File: config.mk
export PLATFORM = sky130hd
export DESIGN_NAME = qadd_share_arb
export DESIGN_NICKNAME = d
export VERILOG_FILES = /design/src/rtl/qadd_share_arb.sv
export SDC_FILE = /design/constraint.sdc
export NUM_CORES = 1
export LEC_CHECK = 0
export BUFFER_PORTS_ARGS = -buffer_cell sky130_fd_sc_hd__buf_4
export CAP_MARGIN = 20
export CORE_MARGIN = 4
export CORE_UTILIZATION = 46
export DETAILED_ROUTE_END_ITERATION = 8
export PLACE_DENSITY = 0.94
export SKIP_CTS_REPAIR_TIMING = 1
export SYNTH_ARGS = -nofsm -noshare
export SYNTH_HDL_FRONTEND = slang
export SYNTH_SLANG_ARGS = --single-unit
File: constraint.sdc
create_clock -name clk -period 7.2 [get_ports clk]
set_input_delay 1.44 -clock clk [delete_from_list [all_inputs] [get_ports clk]]
set_output_delay 1.44 -clock clk [all_outputs]
set_load 0.01 [all_outputs]
File: src/rtl/qadd_share_arb.sv
// qadd_share_arb: round-robin arbiter that shares one wrapping adder among
// NUM_REQ requesters and presents each sum, with its carry and requester tag,
// through a one-entry output register with valid/ready backpressure.
module qadd_share_arb #(
    parameter int NUM_REQ    = 4,
    parameter int DATA_WIDTH = 16,
    parameter int TAG_WIDTH  = 2
) (
    input  logic                          clk,
    input  logic                          resetn,
    input  logic [NUM_REQ-1:0]            req_valid,
    input  logic [NUM_REQ*DATA_WIDTH-1:0] req_a,
    input  logic [NUM_REQ*DATA_WIDTH-1:0] req_b,
    output logic [NUM_REQ-1:0]            req_ready,
    output logic                          out_valid,
    input  logic                          out_ready,
    output logic [DATA_WIDTH-1:0]         out_sum,
    output logic                          out_carry,
    output logic [TAG_WIDTH-1:0]          out_tag,
    output logic                          busy
);

    typedef enum logic {
        ST_EMPTY = 1'b0,
        ST_FULL  = 1'b1
    } out_state_t;

    out_state_t              state_q, state_d;
    logic [DATA_WIDTH-1:0]   sum_q, sum_d;
    logic                    carry_q, carry_d;
    logic [TAG_WIDTH-1:0]    tag_q, tag_d;
    logic [TAG_WIDTH-1:0]    rr_ptr_q, rr_ptr_d;

    logic [DATA_WIDTH-1:0]   a_arr [NUM_REQ];
    logic [DATA_WIDTH-1:0]   b_arr [NUM_REQ];
    logic                    can_accept;
    logic                    grant_found;
    logic [TAG_WIDTH-1:0]    grant_idx;
    logic                    grant_en;
    logic [DATA_WIDTH:0]     full_sum;

    // Unpack the flat operand buses so the granted pair can be picked by index.
    generate
        for (genvar gi = 0; gi < NUM_REQ; gi++) begin : g_unpack
            assign a_arr[gi] = req_a[gi*DATA_WIDTH +: DATA_WIDTH];
            assign b_arr[gi] = req_b[gi*DATA_WIDTH +: DATA_WIDTH];
        end
    endgenerate

    assign out_valid  = (state_q == ST_FULL);
    // The register can take a new result when empty or when it drains this cycle.
    assign can_accept = ~out_valid | out_ready;

    // Round-robin scan starting at rr_ptr_q; index arithmetic wraps naturally
    // because NUM_REQ is a power of two.
    always_comb begin : arb_scan
        logic [TAG_WIDTH-1:0] cand;
        grant_found = 1'b0;
        grant_idx   = '0;
        cand        = '0;
        for (int k = 0; k < NUM_REQ; k++) begin
            cand = rr_ptr_q + TAG_WIDTH'(k);
            if (!grant_found && req_valid[cand]) begin
                grant_found = 1'b1;
                grant_idx   = cand;
            end
        end
    end

    // No handshake may complete while reset is held.
    assign grant_en = grant_found & can_accept & resetn;

    generate
        for (genvar gi = 0; gi < NUM_REQ; gi++) begin : g_ready
            assign req_ready[gi] = grant_en && (grant_idx == TAG_WIDTH'(gi));
        end
    endgenerate

    // The single shared adder; operands are only looked at through the grant.
    assign full_sum = {1'b0, a_arr[grant_idx]} + {1'b0, b_arr[grant_idx]};

    // Next-state logic for the output register and round-robin pointer.
    always_comb begin
        state_d  = state_q;
        sum_d    = sum_q;
        carry_d  = carry_q;
        tag_d    = tag_q;
        rr_ptr_d = rr_ptr_q;
        if (grant_en) begin
            state_d  = ST_FULL;
            sum_d    = full_sum[DATA_WIDTH-1:0];
            carry_d  = full_sum[DATA_WIDTH];
            tag_d    = grant_idx;
            rr_ptr_d = grant_idx + TAG_WIDTH'(1);
        end else if (state_q == ST_FULL && out_ready) begin
            state_d = ST_EMPTY;
        end
    end

    // State registers with synchronous active-low reset.
    always_ff @(posedge clk) begin
        if (!resetn) begin
            state_q  <= ST_EMPTY;
            sum_q    <= '0;
            carry_q  <= 1'b0;
            tag_q    <= '0;
            rr_ptr_q <= '0;
        end else begin
            state_q  <= state_d;
            sum_q    <= sum_d;
            carry_q  <= carry_d;
            tag_q    <= tag_d;
            rr_ptr_q <= rr_ptr_d;
        end
    end

    assign out_sum   = sum_q;
    assign out_carry = carry_q;
    assign out_tag   = tag_q;
    assign busy      = (|req_valid) | out_valid;

endmodule

==> qor_table.md <==
| Quantity | This run |
| --- | --- |
| Outcome | finished, final reports clean |
| Sequential Area | 440 sq um |
| Die boundary height | 83.6 um |
| Leakage power | 0.00198 uW |
| Buffers added on ports | 159 |
| Diode insertion count for antenna repair | 0 |
| Top library cells by usage in the layout, fill and taps aside | sky130_fd_sc_hd__buf_4 (161), sky130_fd_sc_hd__nand2_1 (157), sky130_fd_sc_hd__and3_1 (36) |
| Number of flip-flops and latches in the synthesized netlist | 22 |
| Number of hold-slack violations in the final timing report | 0 |
| Most common cell after layout, fill and taps aside | sky130_fd_sc_hd__buf_4 |
| Routability cong. | 0.940 |
| Crit Path Max Fanout | 68 |
| Routed wire length | 8680 um |
| Count of final max-slew check failures | 0 |
| Number of clock sinks | 22 |
| Number of setup violations in the final report | 0 |
| Nature of the critical path endpoint | register |
| DIE AREA | 6990 sq um |
| Crit path max-delay cell type | sky130_fd_sc_hd__inv_2 |
| Sum of negative setup slack | 0 ns |
| Launching element type of the critical path | primary input |
| Max-cap violations | 0 |
| CTS buffer count | 3 |
| H-tree levels | 1 |
| Final Total Pwr | 928 uW |
| Non-filler instance count after layout | 629 |
| Total via count in the routed design | 3433 |
| Worst IR drop on VDD | 0.153 mV |
| Clock tree from TritonCTS | built |
| Number of instances in the synthesized netlist | 420 |
| Hold Crit Depth | 2 |
| Remaining routing DRC violations | 0 |
| Initial antenna violation count | 0 |
| Synthesized Nets | 576 |
| Area taken by multi-input logic gates | 2040 sq um |
| Register area share after synthesis | 0.168 |
| Fraction of the cycle the final worst path needs | 0.719 |
| Initial core utilization | 0.474 |
| Cell area power density | 241 nW/um^2 |
| Net count, final | 715 |
| Worst clock skew | 0.00237 ns |
| Hold/Removal Path Class | register to register |
| Register clock-pin slew on the reported worst setup and hold paths | 0.07 ns |
| Cell repeated most along the worst path | sky130_fd_sc_hd__a21oi_1 |
| Vias in the first global route | 3142 |
| RSZ-0062 raised after global routing | no |
| Share of synthesized registers carrying an async set or reset | 0 |
| Number of cell instances on the worst register-to-register path | 16 |
| Routed length per placed instance | 13.8 um |
| Number of placed instances with taps included | 626 |
| Critical Path, Cell by Cell | buf_4 -> a21oi_1 -> o21a_1 -> o22ai_4 -> buf_4 -> inv_2 -> nand2_1 -> and3_1 -> a31oi_1 -> ha_1 -> fa_1 -> a21oi_1 -> o211ai_1 -> a21oi_1 -> nor2_1 -> mux2_2 -> o21ai_0 |
| Global-route congestion overflow total | 0 |
| Maximum clock frequency | 0.193 GHz |
| Standard-cell row count | 27 |
| First-pass GRT wire length | 14000 um |
| Max clock buf depth | 2 |
| Die Span X | 83.6 um |
| Setup slack of the most critical reg-to-reg path | 2.77 ns |
| Synthesized area divided by synthesized cell count | 6.26 sq um |
| 1st-iter DRT viols | 176 |
| Fill count | 480 |
| Arrival time of the worst setup path | 5.37 ns |
| Clock latency at the later pin of the worst-skew pair | 0.26 ns |
| Root buffer cell | sky130_fd_sc_hd__clkbuf_8 |
| Area of the mapped netlist | 2630 sq um |
| Antenna violation net count after detailed routing | 0 |
| Largest stage delay on the critical path | 0.55 ns |
| Most common flop cell mapped by yosys | sky130_fd_sc_hd__dfxtp_1 |
| Core Region | 5540 sq um |
| Detailed-router iteration count before antenna repair | 4 |
| Syn. warnings | 0 |
| Pin count of the biggest net entering global routing | 69 |
| DP HPWL | 7080 um |
| Data required time of the worst path | 7.39 ns |
| Kind of critical path | primary input to register |
| Final critical-path required period | 5.18 ns |
| Number of enable flip-flop cells after synthesis | 0 |
| GRT Resource Usage Total | 0.233 |
| Per-cell via count in the routed design | 5.46 |
| Fraction of final layout cells sized beyond drive strength 1 | 0.303 |
| Worst relative slew slack | 0.331 |
| Slew at the pin with the worst max-slew slack | 1.00 ns |
| Area overhead of the layout relative to synthesis | 46.5% |
| Number of distinct library cells after synthesis | 45 |
| Ports | 160 |
## worst max-delay path, delay by kind of cell
kind / cells / cell delay, ns
AO/OA/AOI/OAI: 8 / 1.24
adder cells (fa/ha/maj): 2 / 0.68
buffers and inverters: 3 / 1.17
multiplexers: 1 / 0.29
AND/OR/NAND/NOR: 3 / 0.47
## cells by family (layout without fill, tap and decap cells)
kind of cell	after synthesis	after routing	share of synthesized area
compound gates	100	100	0.237
xor+xnor	10	10	0.0333
simple gates	229	229	0.388
fa+ha+maj	21	21	0.103
mux	2	2	0.00809
buf+inv	36	173	0.0628
flops	22	22	0.168
## routing by layer
layer  GRT usage  up-vias  wire [um]
met3      0.0365       12        726
met2       0.393      154       4130
met1       0.310     1526       3700
met4      0.0556        0        126
li1            -     1741          -
met5           0        -          0
## report_power, final
part	internal, uW	switching (uW)
Sequential	166	27.7
Combinational	300	360
Clock	37.3	37.0
## cell type report
type,count,share of cell area
multi-input cells,362,0.529
repair buffers,161,0.314
flip-flops and latches,22,0.114
well taps,72,0.0234
clock buffers,3,0.0107
inverters,9,0.00877
## worst paths after layout
path                            startpoint                        to
setup / recovery              req_valid[0]  out_sum[12]$_SDFFE_PN0P_
hold / removal     out_sum[0]$_SDFFE_PN0P_   out_sum[0]$_SDFFE_PN0P_
hold reg to reg    out_sum[0]$_SDFFE_PN0P_   out_sum[0]$_SDFFE_PN0P_
setup reg to reg  rr_ptr_q[1]$_SDFFE_PN0P_  out_sum[12]$_SDFFE_PN0P_
## through the flow
stage               setup slack (ns)  hold slack (ns)   util  cell area (sq um)
detailed placement              1.78            0.456  0.688               3810
global placement                1.92            0.450  0.688               3810
CTS                             2.01            0.466  0.695               3850
global route                    1.62            0.486  0.695               3850
finish                          2.02            0.460  0.695               3850
floorplan                       3.08            0.485      -               2630
## sequential cells by signal (all words and copies together) (netlist names)
register	flops
out_sum	16
out_tag	2
out_valid	1
rr_ptr_q	2
out_carry	1
## synth_stat cells, types with 2 or more instances
cell,instances,share of area
sky130_fd_sc_hd__nor3_1,4,0.0076
sky130_fd_sc_hd__ha_1,20,0.095
sky130_fd_sc_hd__nand2_1,157,0.22
sky130_fd_sc_hd__xnor2_1,5,0.017
sky130_fd_sc_hd__o31ai_1,3,0.0086
sky130_fd_sc_hd__nor3b_1,2,0.0057
sky130_fd_sc_hd__o21a_1,2,0.0057
sky130_fd_sc_hd__clkbuf_1,11,0.016
sky130_fd_sc_hd__inv_1,9,0.013
sky130_fd_sc_hd__nand4b_1,2,0.0067
sky130_fd_sc_hd__nor2_1,6,0.0086
sky130_fd_sc_hd__a31oi_1,35,0.083
sky130_fd_sc_hd__o211ai_1,3,0.0086
sky130_fd_sc_hd__a21boi_0,6,0.017
sky130_fd_sc_hd__a21o_1,2,0.0057
sky130_fd_sc_hd__buf_1,3,0.0043
sky130_fd_sc_hd__xor2_1,5,0.017
sky130_fd_sc_hd__o21ai_0,19,0.036
sky130_fd_sc_hd__and2_1,3,0.0071
sky130_fd_sc_hd__and3_1,36,0.086
sky130_fd_sc_hd__a21oi_1,21,0.040
sky130_fd_sc_hd__buf_4,3,0.0086
sky130_fd_sc_hd__buf_2,9,0.017
sky130_fd_sc_hd__dfxtp_1,22,0.17
sky130_fd_sc_hd__nand3_1,12,0.023
Power figures use the tool's default switching activity.
